### src/rtl/astar_pkg.sv
// Shared grid constants, enums and coordinate helpers for the A* backtrace unit.
// The grid is 10x10 with the search goal fixed at (END_ROW, END_COL).
package astar_pkg;

    localparam logic [3:0] GRID_ROWS = 4'd10;
    localparam logic [3:0] GRID_COLS = 4'd10;
    localparam logic [3:0] END_ROW   = 4'd0;
    localparam logic [3:0] END_COL   = 4'd9;
    localparam logic [6:0] MAX_PATH  = 7'd100;

    typedef enum logic [1:0] {
        UP    = 2'b00,
        DOWN  = 2'b01,
        LEFT  = 2'b10,
        RIGHT = 2'b11
    } dir_e;

    typedef enum logic [2:0] {
        IDLE = 3'd0,
        EMIT = 3'd1,
        READ = 3'd2,
        WAIT = 3'd3,
        DONE = 3'd4
    } bt_state_e;

    typedef struct packed {
        logic [3:0] row;
        logic [3:0] col;
    } coord_t;

    // row*10 + col without a multiplier
    function automatic logic [6:0] coord_addr(input coord_t c);
        logic [6:0] r;
        r = {3'b000, c.row};
        return (r << 3) + (r << 1) + {3'b000, c.col};
    endfunction

endpackage

### src/rtl/astar_coord_step.sv
// One grid step from (row, col) in direction dir, flagging moves that leave the grid.
module astar_coord_step
    import astar_pkg::*;
(
    input  logic [3:0] row_i,
    input  logic [3:0] col_i,
    input  logic [1:0] dir_i,
    output logic [3:0] nrow_o,
    output logic [3:0] ncol_o,
    output logic       oob_o
);

    always_comb begin
        nrow_o = row_i;
        ncol_o = col_i;
        oob_o  = 1'b0;
        case (dir_e'(dir_i))
            UP: begin
                oob_o  = (row_i == 4'd0);
                nrow_o = row_i - 4'd1;
            end
            DOWN: begin
                oob_o  = (row_i >= GRID_ROWS - 4'd1);
                nrow_o = row_i + 4'd1;
            end
            LEFT: begin
                oob_o  = (col_i == 4'd0);
                ncol_o = col_i - 4'd1;
            end
            RIGHT: begin
                oob_o  = (col_i >= GRID_COLS - 4'd1);
                ncol_o = col_i + 4'd1;
            end
            default: ;
        endcase
    end

endmodule

### src/rtl/astar_backtrace.sv
// Walks the parent-direction memory from the goal back to the start cell,
// emitting one path cell per EMIT state and stopping on bad links or overlong paths.
module astar_backtrace
    import astar_pkg::*;
(
    input  logic       clk,
    input  logic       rst_n,
    input  logic       backtrace_en,
    input  logic [3:0] start_row,
    input  logic [3:0] start_col,
    output logic       parent_rd_en,
    output logic [6:0] parent_addr,
    input  logic [2:0] parent_rd_data,
    output logic       path_wr_en,
    output logic [3:0] path_wr_row,
    output logic [3:0] path_wr_col,
    output logic [6:0] path_len,
    output logic       backtrace_done,
    output logic       bt_error
);

    bt_state_e  state_q, state_d;
    coord_t     cur_q, cur_d;
    coord_t     start_q, start_d;
    logic [6:0] len_q, len_d;
    logic       err_q, err_d;
    logic       en_q;
    logic       armed_q;
    logic       job_start;
    logic       wr_en, rd_en, done;
    logic [3:0] nrow, ncol;
    logic       oob;

    // armed_q blocks an en that is already high when reset is released
    assign job_start = backtrace_en && !en_q && armed_q;

    astar_coord_step u_step (
        .row_i  (cur_q.row),
        .col_i  (cur_q.col),
        .dir_i  (parent_rd_data[1:0]),
        .nrow_o (nrow),
        .ncol_o (ncol),
        .oob_o  (oob)
    );

    always_ff @(posedge clk or negedge rst_n) begin
        if (!rst_n) begin
            state_q <= IDLE;
            cur_q   <= '0;
            start_q <= '0;
            len_q   <= '0;
            err_q   <= 1'b0;
            en_q    <= 1'b0;
            armed_q <= 1'b0;
        end else begin
            state_q <= state_d;
            cur_q   <= cur_d;
            start_q <= start_d;
            len_q   <= len_d;
            err_q   <= err_d;
            en_q    <= backtrace_en;
            armed_q <= armed_q || !backtrace_en;
        end
    end

    always_comb begin
        state_d = state_q;
        cur_d   = cur_q;
        start_d = start_q;
        len_d   = len_q;
        err_d   = err_q;
        wr_en   = 1'b0;
        rd_en   = 1'b0;
        done    = 1'b0;
        case (state_q)
            IDLE: begin
                if (job_start) begin
                    state_d = EMIT;
                    cur_d   = '{row: END_ROW, col: END_COL};
                    start_d = '{row: start_row, col: start_col};
                    len_d   = '0;
                    err_d   = 1'b0;
                end
            end
            EMIT: begin
                wr_en   = 1'b1;
                len_d   = len_q + 7'd1;
                state_d = (cur_q == start_q) ? DONE : READ;
            end
            READ: begin
                rd_en   = 1'b1;
                state_d = WAIT;
            end
            WAIT: begin
                if (!parent_rd_data[2] || oob || len_q == MAX_PATH) begin
                    err_d   = 1'b1;
                    state_d = DONE;
                end else begin
                    cur_d   = '{row: nrow, col: ncol};
                    state_d = EMIT;
                end
            end
            DONE: begin
                done    = 1'b1;
                state_d = IDLE;
            end
            default: state_d = IDLE;
        endcase
        // Losing en only changes where we go next; the current cycle's strobe still counts
        if (!backtrace_en && state_q inside {EMIT, READ, WAIT}) begin
            state_d = IDLE;
            err_d   = err_q;
        end
    end

    assign path_wr_en     = wr_en;
    assign path_wr_row    = wr_en ? cur_q.row : 4'd0;
    assign path_wr_col    = wr_en ? cur_q.col : 4'd0;
    assign parent_rd_en   = rd_en;
    assign parent_addr    = rd_en ? coord_addr(cur_q) : 7'd0;
    assign path_len       = len_q;
    assign bt_error       = err_q;
    assign backtrace_done = done;

endmodule
### config.mk
export PLATFORM = sky130hd
export DESIGN_NAME = astar_backtrace
export DESIGN_NICKNAME = d
export VERILOG_FILES = /design/src/rtl/astar_pkg.sv /design/src/rtl/astar_coord_step.sv /design/src/rtl/astar_backtrace.sv
export SDC_FILE = /design/constraint.sdc
export NUM_CORES = 1
export LEC_CHECK = 0
export BUFFER_PORTS_ARGS = -buffer_cell sky130_fd_sc_hd__buf_2
export CORE_ASPECT_RATIO = 1.1
export CORE_MARGIN = 10
export CORE_UTILIZATION = 50
export CTS_BUF_LIST = sky130_fd_sc_hd__clkbuf_8
export DETAILED_ROUTE_END_ITERATION = 7
export PLACE_DENSITY = 0.84
export REMOVE_ABC_BUFFERS = 1
export SLEW_MARGIN = 0
export SYNTH_ARGS = -nofsm -noshare
export SYNTH_HDL_FRONTEND = slang
export SYNTH_SLANG_ARGS = --single-unit
### constraint.sdc
create_clock -name clk -period 4.65 [get_ports clk]
set_clock_uncertainty 0.15 [all_clocks]
set_input_delay 0.465 -clock clk [delete_from_list [all_inputs] [get_ports clk]]
set_output_delay 0.465 -clock clk [all_outputs]
set_load 0.02 [all_outputs]
Yosys cells after proc, flatten, opt, wreduce, memory -nomap -nowiden
Index checks and enable logic that the tools add are counted.
{"block": "word_totals", "register_bits": 29, "inputBits": 14, "output_inout_bits": 26, "word_cells": 77}
{"block": "classes", "addsub": 7, "n_lt_le_gt_ge": 2, "eq_ne": 15, "mux": 22, "n_bitwise": 1, "n_reduce_logical": 21}
{"op": "$mux W8", "n": 2}
{"op": "$pmux W4 S2", "n": 2}
{"op": "$pmux W8 S2", "n": 1}
{"op": "$mux W7", "n": 2}
{"op": "$pmux W7 S2", "n": 1}
{"op": "$mux W3", "n": 4}
{"op": "$pmux W3 S4", "n": 1}
{"op": "$reduce_and A4 Y1", "n": 3}
{"op": "$add A4 B1 Y4 const B", "n": 2}
{"op": "$eq A8 B8 Y1", "n": 1}
{"op": "$ge A4 B4 Y1 const B", "n": 2}
{"op": "$logic_not A4 Y1", "n": 2}
{"op": "$mux W4", "n": 2}
{"op": "$sub A4 B1 Y4 const B", "n": 2}
{"op": "$add A7 B1 Y7 const B", "n": 1}
{"op": "$add A7 B4 Y7", "n": 1}
{"op": "$add A7 B5 Y7", "n": 1}
{"op": "$eq A7 B7 Y1 const B", "n": 1}
{"op": "$eq A3 B2 Y1 const B", "n": 2}
{"op": "$ne A2 B2 Y1 const B", "n": 3}
{"op": "$ne A3 B1 Y1 const B", "n": 2}
{"op": "$mux W1", "n": 5}
{"op": "$eq A2 B2 Y1 const B", "n": 2}
{"op": "$pmux W1 S4", "n": 1}
{"op": "other kinds (14)", "n": 22}

Logic depth before layout (Yosys ltp)
{"block": "depth", "depth_word": 7, "mapped_depth": 8, "depth_no_buf": 8}

Hierarchy
A second synthesis with hierarchy kept.
{"block": "unflattened", "hier_cells": 216, "hier_area_um2": 2132.0}
{"mod": "astar_backtrace", "instances": 1, "cells_per_inst": 165, "area_per_inst_um2": 1692.9, "seq_area_each_um2": 725.7}
{"mod": "astar_coord_step", "instances": 1, "cells_per_inst": 51, "area_per_inst_um2": 439.2, "seq_area_each_um2": 0.0}

Worst setup path before layout
Ideal clock, no wire load.
{"block": "synth_timing", "path_type": "flip-flop to output port", "startpoint": "register cur_q[4] in the netlist's numbering", "endpoint": "output port parent_addr[6]", "t_arrival_ns": 2.342, "required_time_ns": 4.035, "path_slack_ns": 1.693, "stages_incl_launch_ff": 8, "n_path_buf": 0, "path_cell_list": "dfrtp_1 -> fa_1 -> inv_1 -> fa_1 -> nor2b_1 -> o21ai_0 -> and3_1 -> nor3_1"}
{"block": "synth_between", "elab_chain_cells": 3}
{"element": "start, declared", "line": "astar_backtrace.sv:23", "source": "coord_t cur_q, cur_d;"}
{"element": "start signal, assigned", "line": "astar_backtrace.sv:57", "source": "cur_q <= cur_d;"}
{"element": "$add A7 B5 Y7", "line": "astar_pkg.sv:35", "source": "return (r << 3) + (r << 1) + {3'b000, c.col};"}
{"element": "$add A7 B4 Y7", "line": "astar_pkg.sv:35"}
{"element": "$mux W7", "line": "astar_backtrace.sv:120", "source": "assign parent_addr = rd_en ? coord_addr(cur_q) : 7'd0;"}
{"element": "end, declared", "line": "astar_backtrace.sv:12", "source": "output logic [6:0] parent_addr,"}
Every way passes these cells.

Worst setup path after layout
{"block": "layout_timing", "startpoint": "register cur_q[3] in the netlist's numbering", "endpoint": "output port parent_addr[6]"}
{"block": "layout_between", "elab_chain_cells": 2}
{"element": "$add A7 B4 Y7", "line": "astar_pkg.sv:35"}
{"element": "$mux W7", "line": "astar_backtrace.sv:120"}
Every way passes these cells.

==> report_table.html <==
<table>
<tr><th>Metric</th><th>Value</th></tr>
<tr><th colspan="2">Status</th></tr>
<tr><td>Result of the run</td><td>finished clean</td></tr>
<tr><th colspan="2">Yosys</th></tr>
<tr><td>Ys Warns</td><td>0</td></tr>
<tr><td>Distinct cells, synth</td><td>51</td></tr>
<tr><td>Fraction of the yosys area taken by sequential cells</td><td>35.5%</td></tr>
<tr><td>Leading cell types by total area after synthesis</td><td>sky130_fd_sc_hd__dfrtp_1, sky130_fd_sc_hd__ha_1, sky130_fd_sc_hd__nand2_1</td></tr>
<tr><td>Gate Count Post-Synth</td><td>226</td></tr>
<tr><td>Leading area contributor after synthesis</td><td>sky130_fd_sc_hd__dfrtp_1</td></tr>
<tr><td>Commonest register cell after synthesis</td><td>sky130_fd_sc_hd__dfrtp_1</td></tr>
<tr><td>Asr flop ratio synth</td><td>100%</td></tr>
<tr><td>Number of enable-type register cells in the synthesized netlist</td><td>0</td></tr>
<tr><td>#FFs+latches synth</td><td>29</td></tr>
<tr><td>Netlist Area Pre-Place</td><td>0.00205 mm²</td></tr>
<tr><td>Yosys top cell area share</td><td>35.5%</td></tr>
<tr><td>Synthesized area per cell</td><td>9.05 µm²</td></tr>
<tr><th colspan="2">Clock network</th></tr>
<tr><td>Later-pin clock latency in the skew report</td><td>0.28 ns</td></tr>
<tr><td>Maximum root-to-sink buffer count</td><td>2</td></tr>
<tr><td>Number of buffers inserted by hold repair at cts</td><td>0</td></tr>
<tr><td>CTS HTree Levels</td><td>2</td></tr>
<tr><td>Clock edge transition at the registers on the reported setup and hold paths</td><td>0.07 ns</td></tr>
<tr><td>TritonCTS clock tree</td><td>done</td></tr>
<tr><td>Buffer count from post-CTS setup fixing</td><td>0</td></tr>
<tr><td>Resize count post-CTS</td><td>0</td></tr>
<tr><td>Root buffer cell</td><td>sky130_fd_sc_hd__clkbuf_8</td></tr>
<tr><td>Clock buffer count from CTS</td><td>5</td></tr>
<tr><td>CTS sink count</td><td>29</td></tr>
<tr><th colspan="2">Global routing</th></tr>
<tr><td>Pin count of the biggest net entering global routing</td><td>30</td></tr>
<tr><td>Initial antenna violation count</td><td>0</td></tr>
<tr><td>Global-route wire length before repair</td><td>8.39 mm</td></tr>
<tr><td>GRT Resource Usage Total</td><td>15.1%</td></tr>
<tr><td>Overall overflow remaining after global route</td><td>0</td></tr>
<tr><td>Vias in the first global route</td><td>1,811</td></tr>
<tr><th colspan="2">Critical path</th></tr>
<tr><td>Required time at the worst-slack endpoint</td><td>4.03 ns</td></tr>
<tr><td>Launching element type of the critical path</td><td>flop</td></tr>
<tr><td>Worst Setup End Kind</td><td>output pin</td></tr>
<tr><td>Cell breakdown of the critical path</td><td>fa_1, inv_1, fa_1, nor2b_1, o21ai_0, and3_1, nor3_1, buf_2</td></tr>
<tr><td>R2R depth</td><td>4</td></tr>
<tr><td>Type of the worst setup path</td><td>reg -&gt; out</td></tr>
<tr><td>Critical path startpoint</td><td>cur_q[3]</td></tr>
<tr><td>Most common cell type on the critical path</td><td>sky130_fd_sc_hd__fa_1</td></tr>
<tr><td>Worst Path Max Fanout</td><td>11</td></tr>
<tr><td>CP Data Arrival Time</td><td>2.71 ns</td></tr>
<tr><td>Slowest cell on crit path</td><td>sky130_fd_sc_hd__fa_1</td></tr>
<tr><td>RR Startpoint</td><td>state_q[1]</td></tr>
<tr><td>Worst path max stage delay</td><td>0.63 ns</td></tr>
<tr><th colspan="2">Timing</th></tr>
<tr><td>Hold slack final</td><td>0.0619 ns</td></tr>
<tr><td>Worst max-slew margin expressed relative to the limit</td><td>55.7%</td></tr>
<tr><td>Worst-margin pin slew</td><td>0.664 ns</td></tr>
<tr><td>Ratio of final minimum period to clock period</td><td>71.4%</td></tr>
<tr><td>Total negative setup slack</td><td>0 ns</td></tr>
<tr><td>Final worst path period need</td><td>3.32 ns</td></tr>
<tr><td>Finish-stage setup viols</td><td>0</td></tr>
<tr><td>Setup repair after global routing missed its margin</td><td>no</td></tr>
<tr><td>Highest attainable clock frequency</td><td>301 MHz</td></tr>
<tr><td>Final hold violation count</td><td>0</td></tr>
<tr><td>Max-slew violation total from the final report</td><td>0</td></tr>
<tr><th colspan="2">Job</th></tr>
<tr><td>Count of max-cap constraint violations</td><td>0</td></tr>
<tr><th colspan="2">Floorplan</th></tr>
<tr><td>Cell row count</td><td>24</td></tr>
<tr><td>Initial core utilization</td><td>51.6%</td></tr>
<tr><td>Vert. Die Dim</td><td>87.1 µm</td></tr>
<tr><td>Area of the placeable core</td><td>0.00396 mm²</td></tr>
<tr><td>Total die area</td><td>0.00705 mm²</td></tr>
<tr><td>I/O pin cnt</td><td>40</td></tr>
<tr><td>Chip width</td><td>81.0 µm</td></tr>
<tr><th colspan="2">Pwr</th></tr>
<tr><td>Worst VDD drop</td><td>241 µV</td></tr>
<tr><td>Leak</td><td>1.16 nW</td></tr>
<tr><td>Total power density per cell area</td><td>369 mW/mm²</td></tr>
<tr><td>Overall power after layout</td><td>0.881 mW</td></tr>
<tr><th colspan="2">Min path</th></tr>
<tr><td>Class of the tightest hold or removal check</td><td>in -&gt; async</td></tr>
<tr><th colspan="2">Detailed routing</th></tr>
<tr><td>Number of antenna-violating nets in the routed design</td><td>0</td></tr>
<tr><td>Starting DRT DRC Count</td><td>113</td></tr>
<tr><td>Number of vias in the routed layout</td><td>1,760</td></tr>
<tr><td>Detail-routed net length per standard cell</td><td>15.7 µm</td></tr>
<tr><td>Number of detailed-route iterations in the first pass</td><td>4</td></tr>
<tr><td>Total Routed Length</td><td>4.97 mm</td></tr>
<tr><td>Number of remaining DRC errors</td><td>0</td></tr>
<tr><td>Number of vias per cell</td><td>5.55</td></tr>
<tr><th colspan="2">Final layout</th></tr>
<tr><td>Leading cell type in the layout, fill and taps excluded</td><td>sky130_fd_sc_hd__nand2_1</td></tr>
<tr><td>Commonest cells after routing, fill and taps aside</td><td>sky130_fd_sc_hd__nand2_1, sky130_fd_sc_hd__buf_2, sky130_fd_sc_hd__dfrtp_1, sky130_fd_sc_hd__o21ai_0, sky130_fd_sc_hd__ha_1</td></tr>
<tr><td>Final Util</td><td>60.2%</td></tr>
<tr><td>Total inserted antenna cells</td><td>0</td></tr>
<tr><td>Signed area change from the synthesized netlist to the final layout</td><td>16.6%</td></tr>
<tr><td># nets final</td><td>295</td></tr>
<tr><td>Fill count</td><td>362</td></tr>
<tr><td>Share of post-route cells with drive strength above 1</td><td>21.9%</td></tr>
<tr><th colspan="2">Place</th></tr>
<tr><td>Final RePlAce weighted congestion</td><td>0.781</td></tr>
<tr><td>Port Buffer Count</td><td>39</td></tr>
<tr><td>HPWL after detailed placement</td><td>3.76 mm</td></tr>
</table>
==> layer usage <==
| layer | part of all wire [%] | GRT usage, % | wire [µm] | up-vias |
|---|---|---|---|---|
| li1 | - | - | - | 870 |
| met2 | 49 | 24.1 | 2450 | 57 |
| met1 | 43 | 17.8 | 2140 | 823 |
| met5 | 0 | 0 | 0 | - |
| met3 | 5.4 | 3.62 | 267 | 10 |
| met4 | 2.3 | 8.98 | 115 | 0 |
==> cells in the mapped netlist, drive strengths merged, types with 2 or more instances <==
cell type and instances:
nor3 7, nor2b 3, nand4 5, a221o 2
or2 2, or4 3, ha 13, and2 12
xnor2 9, nand2 41, buf 4, inv 12
o311ai 2, o21ai 13, o31ai 4, o211ai 2
nand3 5, a21oi 8, a211oi 3, or3b 2
nor2 10, clkbuf 4, fa 4, nand2b 2
xor2 2, dfrtp 29, mux2i 3, and3 4
==> registers in the layout (all words and copies together) (netlist names) <==
| signal | count |
|---|---|
| armed_q | 1 |
| en_q | 1 |
| state_q | 3 |
| start_q | 8 |
| cur_q | 8 |
| path_len | 7 |
| bt_error | 1 |
==> where the power goes <==
part	switching (mW)	internal, mW
logic	0.148	0.109
clock network	0.101	0.174
registers	0.0569	0.292
==> cell type report <==
| class | instances | area, µm² | share of cell area (%) |
|---|---|---|---|
| well taps | 52 | 65.1 | 2.73 |
| flip-flops and latches | 29 | 726 | 30.4 |
| repair buffers | 39 | 195 | 8.18 |
| multi-input cells | 177 | 1230 | 51.7 |
| clock buffers | 6 | 82.6 | 3.46 |
| inverters | 12 | 45.0 | 1.89 |
| clock inverters | 2 | 37.5 | 1.57 |
==> metrics by stage <==
stage	instance area, µm²	cells	setup slack [ns]
4_1_cts	2380	317	1.31
6_report	2380	317	1.33
3_5_place_dp	2260	309	1.62
3_3_place_gp	2260	309	1.75
5_1_grt	2380	317	1.07
2_1_floorplan	2000	218	1.67
==> path summary, 6_finish.rpt <==
path | to | slack [ns]
min in group clk | en_q | 0.16
worst max register to register | cur_q[2] | 2.47
worst min-delay path | state_q[1] | 0.06
worst max-delay path | parent_addr[6] | 1.33
worst min register to register | armed_q | 0.32
max in group asynchronous | path_len[0] | 3.85
==> critical path, delay by kind of cell, from the launching register on <==
family	cells	cell delay, ns
AO/OA/AOI/OAI	1	0.11
adder cells (fa/ha/maj)	2	1.03
buffers and inverters	2	0.27
flip-flops	1	0.53
AND/OR/NAND/NOR	3	0.49
==> logic make-up after synthesis <==
logic type,share of synthesized area [%]
AOI/OAI and AO/OA,16.3
adders and majority gates,11.9
buffers and inverters,4.22
and+or+nand+nor,25.4
muxes,2.02
DFF,35.5
xor gates and xnor gates,4.71
No activity file was read; power rests on OpenSTA's default activity.
